## src/rtl/divider_pkg.sv

```systemverilog
// Shared definitions for the iterative restoring divider: ALU function codes
// and the controller state type.
package divider_pkg;

   localparam logic [5:0] DIVU = 6'b011011;
   localparam logic [5:0] DIV  = 6'b011010;
   localparam logic [5:0] OUT  = 6'b111111;

   typedef enum logic [1:0] {
      IDLE,
      RUN,
      DONE
   } state_t;

endpackage

```

## src/rtl/divider_if.sv

```systemverilog
// Operand/command/result bundle between an ALU front end (master) and the
// divider (slave).
interface divider_if #(
   parameter int WIDTH = 32
);

   logic [WIDTH-1:0]   dataA;
   logic [WIDTH-1:0]   dataB;
   logic [5:0]         Signal;
   logic [2*WIDTH-1:0] dataOut;
   logic               busy;
   logic               done;

   modport master (
      output dataA, dataB, Signal,
      input  dataOut, busy, done
   );

   modport slave (
      input  dataA, dataB, Signal,
      output dataOut, busy, done
   );

endinterface

```

## src/rtl/divider_step.sv

```systemverilog
// One combinational restoring shift-subtract step: shift the next dividend
// bit into the partial remainder and subtract the divisor when it fits.
module div_step #(
   parameter int WIDTH = 32
) (
   input  logic [WIDTH-1:0] rem,
   input  logic             nextBit,
   input  logic [WIDTH-1:0] divisor,
   output logic [WIDTH-1:0] newRem,
   output logic             quotBit
);

   logic [WIDTH:0] trial;

   assign trial   = {rem, nextBit};
   assign quotBit = (trial >= {1'b0, divisor});

   // The true difference always fits in WIDTH bits, so wrapping subtraction is exact
   assign newRem = quotBit ? (trial[WIDTH-1:0] - divisor) : trial[WIDTH-1:0];

endmodule

```

## src/rtl/divider.sv

```systemverilog
// Multi-cycle restoring divider producing {remainder, quotient} after WIDTH
// iterations. Define DIVIDER_SIGNED_EN to add signed division on the DIV code.
module divider
   import divider_pkg::*;
#(
   parameter int WIDTH = 32
) (
   input logic      clk,
   input logic      reset,
   divider_if.slave bus
);

   localparam logic [5:0] LAST_STEP = 6'(WIDTH - 1);

   state_t             state;
   logic [5:0]         counter;
   logic [WIDTH-1:0]   dividendReg;
   logic [WIDTH-1:0]   divisorReg;
   logic [WIDTH-1:0]   remReg;
   logic [2*WIDTH-1:0] dataOutReg;
   logic               busyReg;
   logic               doneReg;

   logic [WIDTH-1:0]   stepRem;
   logic               stepBit;
   logic [WIDTH-1:0]   rawQuot;
   logic [WIDTH-1:0]   finalQuot;
   logic [WIDTH-1:0]   finalRem;
   logic               startUnsigned;

`ifdef DIVIDER_SIGNED_EN
   logic               startSigned;
   logic               negQuot;
   logic               negRem;
   logic [WIDTH-1:0]   magA;
   logic [WIDTH-1:0]   magB;

   assign startSigned = (bus.Signal == DIV);
   assign magA        = bus.dataA[WIDTH-1] ? -bus.dataA : bus.dataA;
   assign magB        = bus.dataB[WIDTH-1] ? -bus.dataB : bus.dataB;
`endif

   div_step #(.WIDTH(WIDTH)) step (
      .rem     (remReg),
      .nextBit (dividendReg[WIDTH-1]),
      .divisor (divisorReg),
      .newRem  (stepRem),
      .quotBit (stepBit)
   );

   // The dividend register doubles as the quotient: bits shift out the top
   // into the remainder while quotient bits shift in at the bottom.
   assign startUnsigned = (bus.Signal == DIVU);
   assign rawQuot       = {dividendReg[WIDTH-2:0], stepBit};

`ifdef DIVIDER_SIGNED_EN
   assign finalQuot = negQuot ? -rawQuot : rawQuot;
   assign finalRem  = negRem  ? -stepRem : stepRem;
`else
   assign finalQuot = rawQuot;
   assign finalRem  = stepRem;
`endif

   always_ff @(posedge clk or negedge reset) begin
      if (!reset) begin
         state       <= IDLE;
         counter     <= '0;
         dividendReg <= '0;
         divisorReg  <= '0;
         remReg      <= '0;
         dataOutReg  <= '0;
         busyReg     <= 1'b0;
         doneReg     <= 1'b0;
`ifdef DIVIDER_SIGNED_EN
         negQuot     <= 1'b0;
         negRem      <= 1'b0;
`endif
      end else begin
         doneReg <= 1'b0;
         case (state)
            IDLE, DONE: begin
               if (startUnsigned) begin
                  dividendReg <= bus.dataA;
                  divisorReg  <= bus.dataB;
                  remReg      <= '0;
                  counter     <= '0;
                  busyReg     <= 1'b1;
                  state       <= RUN;
`ifdef DIVIDER_SIGNED_EN
                  negQuot     <= 1'b0;
                  negRem      <= 1'b0;
`endif
               end
`ifdef DIVIDER_SIGNED_EN
               else if (startSigned) begin
                  dividendReg <= magA;
                  divisorReg  <= magB;
                  remReg      <= '0;
                  counter     <= '0;
                  busyReg     <= 1'b1;
                  state       <= RUN;
                  negQuot     <= bus.dataA[WIDTH-1] ^ bus.dataB[WIDTH-1];
                  negRem      <= bus.dataA[WIDTH-1];
               end
`endif
               else if ((state == DONE) && (bus.Signal == OUT)) begin
                  state <= IDLE;
               end
            end
            RUN: begin
               dividendReg <= rawQuot;
               remReg      <= stepRem;
               counter     <= counter + 6'd1;
               if (counter == LAST_STEP) begin
                  dataOutReg <= {finalRem, finalQuot};
                  doneReg    <= 1'b1;
                  busyReg    <= 1'b0;
                  state      <= DONE;
               end
            end
            default: state <= IDLE;
         endcase
      end
   end

   assign bus.dataOut = dataOutReg;
   assign bus.busy    = busyReg;
   assign bus.done    = doneReg;

endmodule

```

## src/flat_wrapper.sv

```systemverilog
// flat-port wrapper written by rule: the top's interface ports become plain ports
module divider_flat import divider_pkg::*;
#(
   parameter int WIDTH = 32
)
  (clk, reset, bus_dataA, bus_dataB, bus_Signal, bus_dataOut, bus_busy, bus_done);
  divider_if #(.WIDTH(WIDTH)) bus_i ();
  input logic clk;
  input logic reset;
  input wire logic [$bits(bus_i.dataA)-1:0] bus_dataA;
  input wire logic [$bits(bus_i.dataB)-1:0] bus_dataB;
  input wire logic [$bits(bus_i.Signal)-1:0] bus_Signal;
  output wire logic [$bits(bus_i.dataOut)-1:0] bus_dataOut;
  output wire logic [$bits(bus_i.busy)-1:0] bus_busy;
  output wire logic [$bits(bus_i.done)-1:0] bus_done;
  assign bus_i.dataA = bus_dataA;
  assign bus_i.dataB = bus_dataB;
  assign bus_i.Signal = bus_Signal;
  assign bus_dataOut = bus_i.dataOut;
  assign bus_busy = bus_i.busy;
  assign bus_done = bus_i.done;
  divider #(.WIDTH(WIDTH)) u_core (.clk(clk), .reset(reset), .bus(bus_i));
endmodule
```

## config.mk

```make
export PLATFORM = sky130hd
export DESIGN_NAME = divider_flat
export DESIGN_NICKNAME = d
export VERILOG_FILES = /design/src/rtl/divider_pkg.sv /design/src/rtl/divider_if.sv /design/src/rtl/divider_step.sv /design/src/rtl/divider.sv /design/src/flat_wrapper.sv
export SDC_FILE = /design/constraint.sdc
export NUM_CORES = 1
export LEC_CHECK = 0
export BUFFER_PORTS_ARGS = -buffer_cell sky130_fd_sc_hd__buf_2
export CORE_ASPECT_RATIO = 1.2
export CORE_UTILIZATION = 47
export CTS_BUF_LIST = sky130_fd_sc_hd__clkbuf_8
export DETAILED_ROUTE_END_ITERATION = 6
export PLACE_DENSITY = 0.68
export SYNTH_ARGS = -nofsm -noshare
export SYNTH_HDL_FRONTEND = slang
export SYNTH_SLANG_ARGS = --single-unit
```

## constraint.sdc

```tcl
create_clock -name clk -period 3.7 [get_ports clk]
set_clock_uncertainty 0.15 [all_clocks]
set_input_delay 1.11 -clock clk [delete_from_list [all_inputs] [get_ports clk]]
set_output_delay 1.11 -clock clk [all_outputs]
set_load 0.02 [all_outputs]
```

After elaboration in Yosys (flattened, before gate mapping)
Index checks and enable logic that the tools add are counted.

operators by class
  mux-type cells = 16
  reductions and logical operators = 9
  add/subtract/negate cells = 2
  eq/ne operators = 8
  $lt $le $gt $ge = 1

operator list
  operator               number
  $pmux W32 S2           2
  $mux W32               3
  $ge A33 B32 Y1         1
  $sub A32 B32 Y32       1
  $eq A6 B5 Y1 const B   2
  $pmux W6 S2            1
  $reduce_and A2 Y1      4
  $add A6 B1 Y6 const B  1
  $eq A6 B6 Y1 const B   1
  $mux W2                3
  $mux W6                1
  $mux W1                4
  $ne A2 B1 Y1 const B   2
  $pmux W2 S2            1
  $ne A3 B1 Y1 const B   1
  $reduce_and A3 Y1      1
  $eq A2 B1 Y1 const B   1
  $eq A2 B2 Y1 const B   1
  $logic_not A2 Y1       1
  $pmux W1 S2            1
  $reduce_bool A2 Y1     1
  $reduce_or A2 Y1       1
  $logic_and A1 B1 Y1    1

storage, ports and cells
  output and inout port bits = 66
  register bits after elaboration = 170
  input bits = 72

Logic depth before layout (Yosys ltp)
Gate-level depths: netlist (run 1).

  depth in word-level cells = 5
  mapped depth = 13

Cells and area by module
Synthesis (run 1) repeated with hierarchy kept, for this count alone.

unflattened totals
  cells, all modules = 884
  area total of the unflattened synthesis = 9681.8 sq um

modules (own cells, without submodules)
  module    area an instance (sq um)  cells an instance  instances
  divider   7350.8                    561                1
  div_step  2331.0                    323                1

Worst setup path after synthesis (run 1)
OpenSTA, ideal clock, no wires.

  path type = reg-to-reg
  start point = register u_core.dividendReg[31]
  end point = register u_core.dataOutReg[62] (netlist: u_core.bus.dataOut[62])
  path slack = 627 ps
  arrival = 2792 ps
  buffers on the path = 0
  period minus slack after synthesis = 3073 ps
  stages on the path, launching flop included = 14
  library setup time = 131 ps
  data required time = 3419 ps
  path through = dfrtp_1 -> inv_1 -> ha_1 -> inv_1 -> fa_1 -> a21o_1 -> a221oi_2 -> nor4_1 -> or4_1 -> nand2_1 -> o21ai_1 -> o31a_1 -> a22oi_1 -> o21ai_1

between the ends
  longest elaborated chain between the ends = 2
  elaborated cells on any way between the ends = 3
  classes of those cells = 1 x add/sub; 1 x order compare; 1 x mux

RTL lines
  what                                                line                                    RTL
  start, declared                                     divider.sv:17                           logic [WIDTH-1:0] dividendReg;
  start signal, assigned                              divider.sv:83                           dividendReg <= bus.dataA;
  start signal, assigned                              divider.sv:111                          dividendReg <= rawQuot;
  $sub A32 B32 Y32 or $ge A33 B32 Y1 (tied branches)  divider_step.sv:19, divider_step.sv:16
  $mux W32 (*)                                        divider_step.sv:19                      assign newRem = quotBit ? (trial[WIDTH-1:0] - divisor) : trial[WIDTH-1:0];
  end signal, assigned                                divider.sv:115                          dataOutReg <= {finalRem, finalQuot};
  end, declared                                       divider.sv:20                           logic [2*WIDTH-1:0] dataOutReg;

Every way passes the cells marked *; elsewhere a longest branch is shown, timed or not.
A chain may end at the register's enable or synchronous reset.

Worst setup path in the final report (run 1)
  start point = register u_core.remReg[17]
  end point = register u_core.remReg[26]

between the ends
  longest elaborated chain between the ends = 3
  elaborated cells on any way between the ends = 4
  classes of those cells = 1 x add/sub; 1 x order compare; 2 x mux

RTL lines
  what                                                line                                    RTL
  start, declared                                     divider.sv:19                           logic [WIDTH-1:0] remReg;
  start signal, assigned                              divider.sv:112                          remReg <= stepRem;
  $sub A32 B32 Y32 or $ge A33 B32 Y1 (tied branches)  divider_step.sv:19, divider_step.sv:16
  $mux W32 (*)                                        divider_step.sv:19
  $pmux W32 S2 (*)                                    divider.sv:80                           case (state)

Marked as above.

==> results of run 1 <==
[cell families (layout without fill, tap and decap cells)]
group / after synthesis / in the layout
multiplexers: 7 / 7
flip-flops: 170 / 170
AND/OR/NAND/NOR: 431 / 431
XOR/XNOR: 28 / 28
adder cells (fa/ha/maj): 34 / 34
buffers and inverters: 107 / 224
AO/OA/AOI/OAI: 269 / 269
[state kept, by name, indices dropped and copies added (netlist names)]
| register | cells |
|---|---|
| u_core.bus.busy | 1 |
| u_core.bus.dataOut | 64 |
| u_core.bus.done | 1 |
| u_core.counter | 6 |
| u_core.dividendReg | 32 |
| u_core.divisorReg | 32 |
| u_core.remReg | 32 |
| u_core.state | 2 |
[cell usage in the layout (no fill, tap or decap), drive strengths merged, types with 9 or more instances in the layout]
cell / synthesis / routed
nand2: 269 / 269
dfrtp: 170 / 170
buf: 17 / 152
o21ai: 128 / 128
nor2: 70 / 70
a21oi: 49 / 49
inv: 40 / 47
nand3: 38 / 38
a31oi: 37 / 37
ha: 33 / 33
clkbuf: 50 / 17
xor2: 16 / 16
a21o: 16 / 16
xnor2: 12 / 12
nand4: 12 / 12
nor3: 9 / 9
[layer usage]
layer / up-vias / part of all wire (%) / track usage (%)
met4: 0 / 1.3 / 6.69
met5: - / 0 / 0
met1: 3566 / 46 / 29.9
met3: 20 / 4.5 / 5.06
li1: 3766 / - / -
met2: 170 / 49 / 37.9
[stage by stage]
step / utilization (%) / worst slack [ps] / area, um^2
after floorplan: - / 627 / 8840
after global placement: 53.1 / 338 / 9720
after detailed placement: 53.1 / 149 / 9720
after CTS: 55.4 / 170 / 10100
after global routing: 55.4 / 34.2 / 10200
final: 55.4 / 307 / 10200
[power by group]
group          total, W  switching (W)  internal (W)
clock           0.00140       0.000770      0.000625
sequential      0.00274       0.000351       0.00239
combinational   0.00374        0.00231       0.00143
total           0.00787        0.00343       0.00444
[final timing paths]
kind,end
worst max-delay path,u_core.remReg[26]
worst min-delay path,u_core.bus.dataOut[20]
worst max register to register,u_core.remReg[26]
worst min register to register,u_core.bus.dataOut[20]
max in group asynchronous,u_core.bus.dataOut[61]
min in group asynchronous,u_core.divisorReg[6]
[worst reg2reg max path: stages (launching register included)]
cell and delay [ps]:
dfrtp_1 410, ha_1 380, a21oi_1 190, o21ai_0 140
o41ai_1 400, o221ai_1 300, a2111oi_4 460, or2_4 250
buf_4 190, nor2_2 70, a221o_1 360
[area by class of cell]
class | instances | area share (%)
inverters | 40 | 1.48
flip-flops and latches | 170 | 41.9
clock inverters | 15 | 1.77
multi-input cells | 769 | 41.3
repair buffers | 152 | 8.17
well taps | 252 | 3.11
clock buffers | 17 | 2.30
[repair_timing]
action                     4_1_cts  5_1_grt
resized for setup                0        2
setup endpoints to repair        0       18
hold buffers                     0        0
==> results.md, run 1 <==
- The part of the Yosys area used for sequential elements is 48.1%.
- The number of nets in the layout is ~1.3k.
- The combinational family with the most area after synthesis is simple AND/OR/NAND/NOR gates.
- The number of clock buffers inserted by TritonCTS is 17.
- Of the total synthesized cell area, the portion taken by XOR and XNOR cells is roughly 2.8%.
- On the worst path, the slowest cell contributes a delay of between 400 and 500 ps.
- Each instance of the synthesized netlist takes up on average between 8 and 9 um^2.
- Once placement completed, the tool counted placed cells totaling approximately 1.4k.
- The minimum hold slack is 328 ps.
- The standard cell with the maximum stage delay on the critical path is a2111oi_4.
- The launch point of the worst hold path is u_core.bus.dataOut[20].
- The fraction of registers with async set/reset is 100%.
- Entering global routing, the biggest net connects 118 pins.
- The number of fillers in the final layout is 1,733.
- Of the total synthesized cell area, the portion taken by full adders, half adders and majority gates is 4.90%.
- The category of the worst setup path capture point is a flop.
- The top cell type by total area after synthesis is dfrtp_1.
- The worst pin sits at a relative slew slack of a little under a quarter.
- For this block, the via count after detailed routing is 7,522.
- The multiplexer share of the synthesized area is less than 1%.
- The area added between synthesis and finish is 14.8%.
- In the post-synthesis netlist, the biggest area contributors are dfrtp_1 (48%), nand2_1 (11%), ha_1 (4.7%).
- The post-detailed-routing wire length is 21,300 um.
- After detailed routing, the number of vias per cell comes to ~5.3.
- Setup violations remaining at the end of the flow were counted as 0.
- The number of antenna diodes in the final layout is 0.
- The largest vdd supply drop is approximately 0.37 mV.
- The number of antenna violations at the first check in global routing is 0.
- The max-slew violation count was 0.
- The cell depth of the worst hold path is 2.
- Timing would allow up to approximately 0.3 GHz.
- The total negative setup slack is 0 ps.
- The startpoint identified for the worst register-to-register timing path is u_core.remReg[17].
- The H-tree level count is 4.
- The number of search-and-repair iterations in the first detailed-routing pass is 5.
- The post-synthesis cell count is around 1.0k.
- The synthesized netlist devotes roughly 20% of its cell area to simple gates.
- The leakage power total is ~5.1 nW.
- The number of buffers added on ports is 137.
- The wire length of the first global-routing pass is 35,400 um.
- The via count of the first global-routing pass is approximately 7.2k.
- The total power consumption of the routed design is roughly 0.0079 W.
- The combined flip-flop and latch cell area is 0.00425 mm^2.
- In this run the number of cells on the critical path is 10.
- The top cell family by delay on the critical path is compound AO/OA/AOI/OAI gates.
- Walking the worst path, the cells encountered are ha_1, a21oi_1, o21ai_0, o41ai_1, o221ai_1, a2111oi_4, or2_4, buf_4, nor2_2, a221o_1.
- Row generation in the floorplan step produced 54 rows.
- The number of warning messages in the yosys log is 0.
- Clock-pin slew was measured on the worst setup and hold paths at 110 ps.
- The cell depth of the worst flop-to-flop path is 10.
- For this run the aggregate overflow at the end of global routing stands at 0.
- Routability-driven placement finished with a final weighted congestion of roughly 0.9.
- The complex-gate fraction of the synthesized area is 18.0%.
- The number of buffers on the longest clock path is 2.
- The worst path buffer plus inverter count is 1.
- The largest fanout on the critical path is 11.
- STA classifies the critical path startpoint as a flop.
- The synthesized design contains 0 enable-type register cells.
- The max-cap violation count is 0.
- The transition time at the pin with the least slew margin is approximately 1200 ps.
- The die covers between 0.015 and 0.02 mm^2.
- The die boundary height is 152 um.
- The number of DRC violations after detailed-routing iteration 0 is between 400 and 500.
- The area share of the largest cell type after synthesis is around half.
- By count the netlist is led by nand2_1 (269), dfrtp_1 (170), o21ai_0 (79).
- Global routing consumed, over all layers together, a little under a quarter of the routing resources.
- In the final routed layout, each cell accounts on average for roughly 15 um.
- Setup repair after global routing left no endpoint under its margin.
- For this run, design rule violations remaining after detail routing come to 0.
- The share of final-layout standard cells stronger than drive strength 1 is between 15 and 20%.
- The core region is between 0.015 and 0.02 mm^2.
- STA puts the critical path data arrival time at 3610 ps.
- Of the available clock period, the critical path in the final layout requires approximately nine tenths.
- The CTS tree is done.
- The class of the worst hold path is flop to flop.
- The cell at the root of the clock tree is clkbuf_8.
- The multi-input combinational cell area is approximately 0.0042 mm^2.
- The number of hold-slack violations in the final timing report is 0.
- The count of nets left with antenna violations once routing finished came out at 0.
- Post-CTS timing repair inserted 0 buffers for setup.
- The flow ran to the end, and the final reports show no timing, DRC or antenna violations.
- The initial cell density of the core is between 40% and 50%.
- Power spread over the standard cell area amounts to 775 mW/mm^2.
- The width of the die is around 130 um.
- The synthesized net count is approximately 1.2k.
- The worst setup path startpoint is u_core.remReg[17].
- Among all cell types in the netlist, the one instantiated most often is nand2_1.
- STA puts the critical path data required time at ~3900 ps.
- In this run the register-to-register setup slack is 310 ps.
- The clock latency at the later pin of the worst-skew pair is 470 ps.
- By startpoint and endpoint, the worst setup path is classified as flop to flop.
- The total standard cell area after synthesis is around 0.009 mm^2.
- The number of clock sinks is 170.
- The post-layout minimum cycle time is between 3000 and 4000 ps.
- Once layout is complete, the cells apart from fillers number ~1.4k.
- The flip-flop cell with the highest count after synthesis is dfrtp_1.
- Pin placement for this block handled around 140 I/O pins.
- The number of unique standard cell types used by synthesis is between 50 and 60.
- Detailed placement finished with a half-perimeter wire length of approximately 15,000 um.
- Synthesis inferred 170 register bits.
Power figures use the tool's default switching activity.
==> run 2: changes to the inputs <==
clock period = 4.4 ns   (was 3.7 ns; I/O delays follow)
==> run 2 against run 1 <==
Effect of this change:
- highest routed layer unchanged
- the run now ends with design-rule violations left
- total power shrank 17%
- global-route usage grew 0.094 points
- utilization shrank 0.38 points
- register-to-register slack gained 320 ps
- non-clock buffer count shrank 1
==> results.md, run 2 (synthesis results as in run 1) <==
- The run finished, with violations left.
- The final reports fail on design-rule violations.
- The worst setup path is captured at a flop.
- The initial cell density of the core is 48.3% (unchanged).
- The clock latency at the later pin of the worst-skew pair is 470 ps (about the same).
- The transition time at the pin with the least slew margin came to 887 ps (-272 ps).
- The share of the core filled with cells in the final layout is 55.1% (-0.38 points).
- The post-layout minimum cycle time is 3770 ps (+378 ps).
- The max-slew violation count is 0 (unchanged).
- The wire length of the first global-routing pass was 35,700 um (+0.82%).
- The number of buffers added to fix hold violations after cts is 0 (unchanged).
- The number of antenna violations at the first check in global routing is 1 (+1).
- The H-tree level count is 4 (unchanged).
- The final routed wire length divided by cell count is 14.9 um (-1.1%).
- Setup repair after global routing left no endpoint under its margin.
- In this run the clock root is driven by a clkbuf_8.
- The count of boundary I/O pins is 138 (unchanged).
- The headroom to the max-slew limit is 40.9% (+18 points).
- TritonCTS built the clock tree.
- The global placer's final weighted congestion is 0.916 (+1.2%).
- The worst setup path is of the flop to flop kind.
- The placeable core area is 0.0183 mm^2 (unchanged).
- The number of DRC violations after detailed-routing iteration 0 came to 393 (-13%).
- The flip-flop count of the largest register, all copies and words added is 64 (unchanged).
- The number of hold-slack violations in the final timing report is 0 (unchanged).
- The number of clock buffers inserted by TritonCTS is 17 (unchanged).
- The number of buffers added on ports is 137 (unchanged).
- The number of fillers in the final layout is 1,774 (+2.4%).
- The width of the die is 127 um (unchanged).
- The total negative setup slack is 0 ps (unchanged).
- The die boundary height came to 152 um (unchanged).
- The area of the die was 0.0194 mm^2 (unchanged).
- The number of nets in the layout was 1,255 (-0.080%).
- The power per cell area is 644 mW/mm^2 (-17%).
- The total routing usage reported by global routing is 22.9% (+0.094 points).
- The total power consumption of the routed design is 0.00650 W (-17%).
- The placed cell count is 1,382 (-0.072%).
- The arrival time of the worst setup path was 3950 ps (+340 ps).
- The highest achievable clock rate is 0.265 GHz (-10%).
- The DRC violation count after routing is 4 (+4).
- The number of clock sinks is 170 (unchanged).
- The HPWL after detailed placement is 14,800 um (-0.37%).
- The number of buffers on the longest clock path is 2 (unchanged).
- The share of final-layout standard cells stronger than drive strength 1 is 17.0% (-0.24 points).
- The number of search-and-repair iterations in the first detailed-routing pass is 7 (+2).
- The worst endpoint required time came to 4580 ps (+660 ps).
- The largest net degree at the start of global routing was 72 (-39%).
- The top cell types in the final layout, fill and taps aside, are nand2_1 (268), dfrtp_1 (170), buf_2 (136).
- The number of rows created at floorplan is 54 (unchanged).
- The largest vdd supply drop is 0.262 mV (-29%).
- The number of vias per cell is 5.33 (+0.33%).
- The via count of the first global-routing pass is 7,326 (+1.8%).
- The remaining global-route overflow is 0 (unchanged).
- The leakage power total is 5.04 nW (-0.51%).
- The post-detailed-routing wire length is 21,100 um (-1.1%).
- The area added between synthesis and finish is 14.1%.
- The remaining number of nets flagged by the antenna check after routing is 0 (unchanged).
- The post-CTS clock slew at the launch and capture registers of the worst setup and hold paths was 90 ps (-20 ps).
- The max-cap violation count was 0 (unchanged).
- The share of the clock period used by the worst path is 85.7% (-6.0 points).
- The count of endpoints failing setup in the final report is 0 (unchanged).
- The number of instances resized during post-cts repair came to 0 (unchanged).
- The number of vias in the routed layout is 7,547 (+0.33%).
- The largest fanout on the critical path is 20 (+9).
- The count of non-filler cells in the finished layout came to 1,415 (unchanged).
- The library cell used most frequently in the layout, excluding fill and tap cells, is nand2_1.
- The tightest min-delay check is of the flop to flop type.
- The number of post-CTS setup repair buffers was 0 (unchanged).
- STA classifies the critical path startpoint as a flop.
-- run 2: path summary, 6_finish.rpt --
kind	to	cells past startpoint	startpoint	slack, ps
setup / recovery	u_core.bus.dataOut[39]	11	u_core.remReg[17]	630
setup reg to reg	u_core.bus.dataOut[39]	11	u_core.remReg[17]	630
min in group asynchronous	u_core.bus.dataOut[25]	1	reset	710
hold / removal	u_core.bus.dataOut[47]	2	u_core.bus.dataOut[47]	320
max in group asynchronous	u_core.bus.dataOut[5]	2	reset	2490
hold reg to reg	u_core.bus.dataOut[47]	2	u_core.bus.dataOut[47]	320
-- run 2: routing by layer --
metal  vias up  global-route usage (%)  part of all wire, %
li1       3768                       -                    -
met1      3585                    29.5                   46
met2       166                    38.4                   48
met3        28                    5.13                  4.3
met4         0                    6.97                  1.6
met5         -                       0                    0
-- run 2: layout make-up --
class	count	area, um^2	area share, %
Clock inverter	15	143	1.41
Timing Repair Buffer	151	810	8.03
Antenna cell	1	2.50	0.0248
Tap cell	252	315	3.13
Clock buffer	17	234	2.32
Sequential cell	170	4250	42.2
Inverter	40	150	1.49
Multi-Input combinational cell	769	4180	41.4
-- run 2: power breakdown --
group          switching [W]  internal [W]  leakage [nW]
Sequential          0.000300       0.00201          2.10
Combinational        0.00193       0.00118          2.76
Clock               0.000624      0.000459         0.187
-- run 2: worst max-delay path, stage by stage, from the launching register on --
cell and delay (ps):
dfrtp_1 410, ha_1 390, a21oi_1 170, o21ai_0 140, o41ai_1 350, o221ai_1 270, a2111oi_4 440, or2_1 750
buf_4 270, nor2_1 50, a21oi_1 160, o21ai_1 90
-- run 2: through the flow --
step                hold WS (ps)  area (um^2)  worst slack, ps
floorplan                    300         8840             1330
finish                       325        10100              628
global placement             303         9700              719
global route                 345        10100              351
detailed placement           307         9700              622
CTS                          335        10100              625
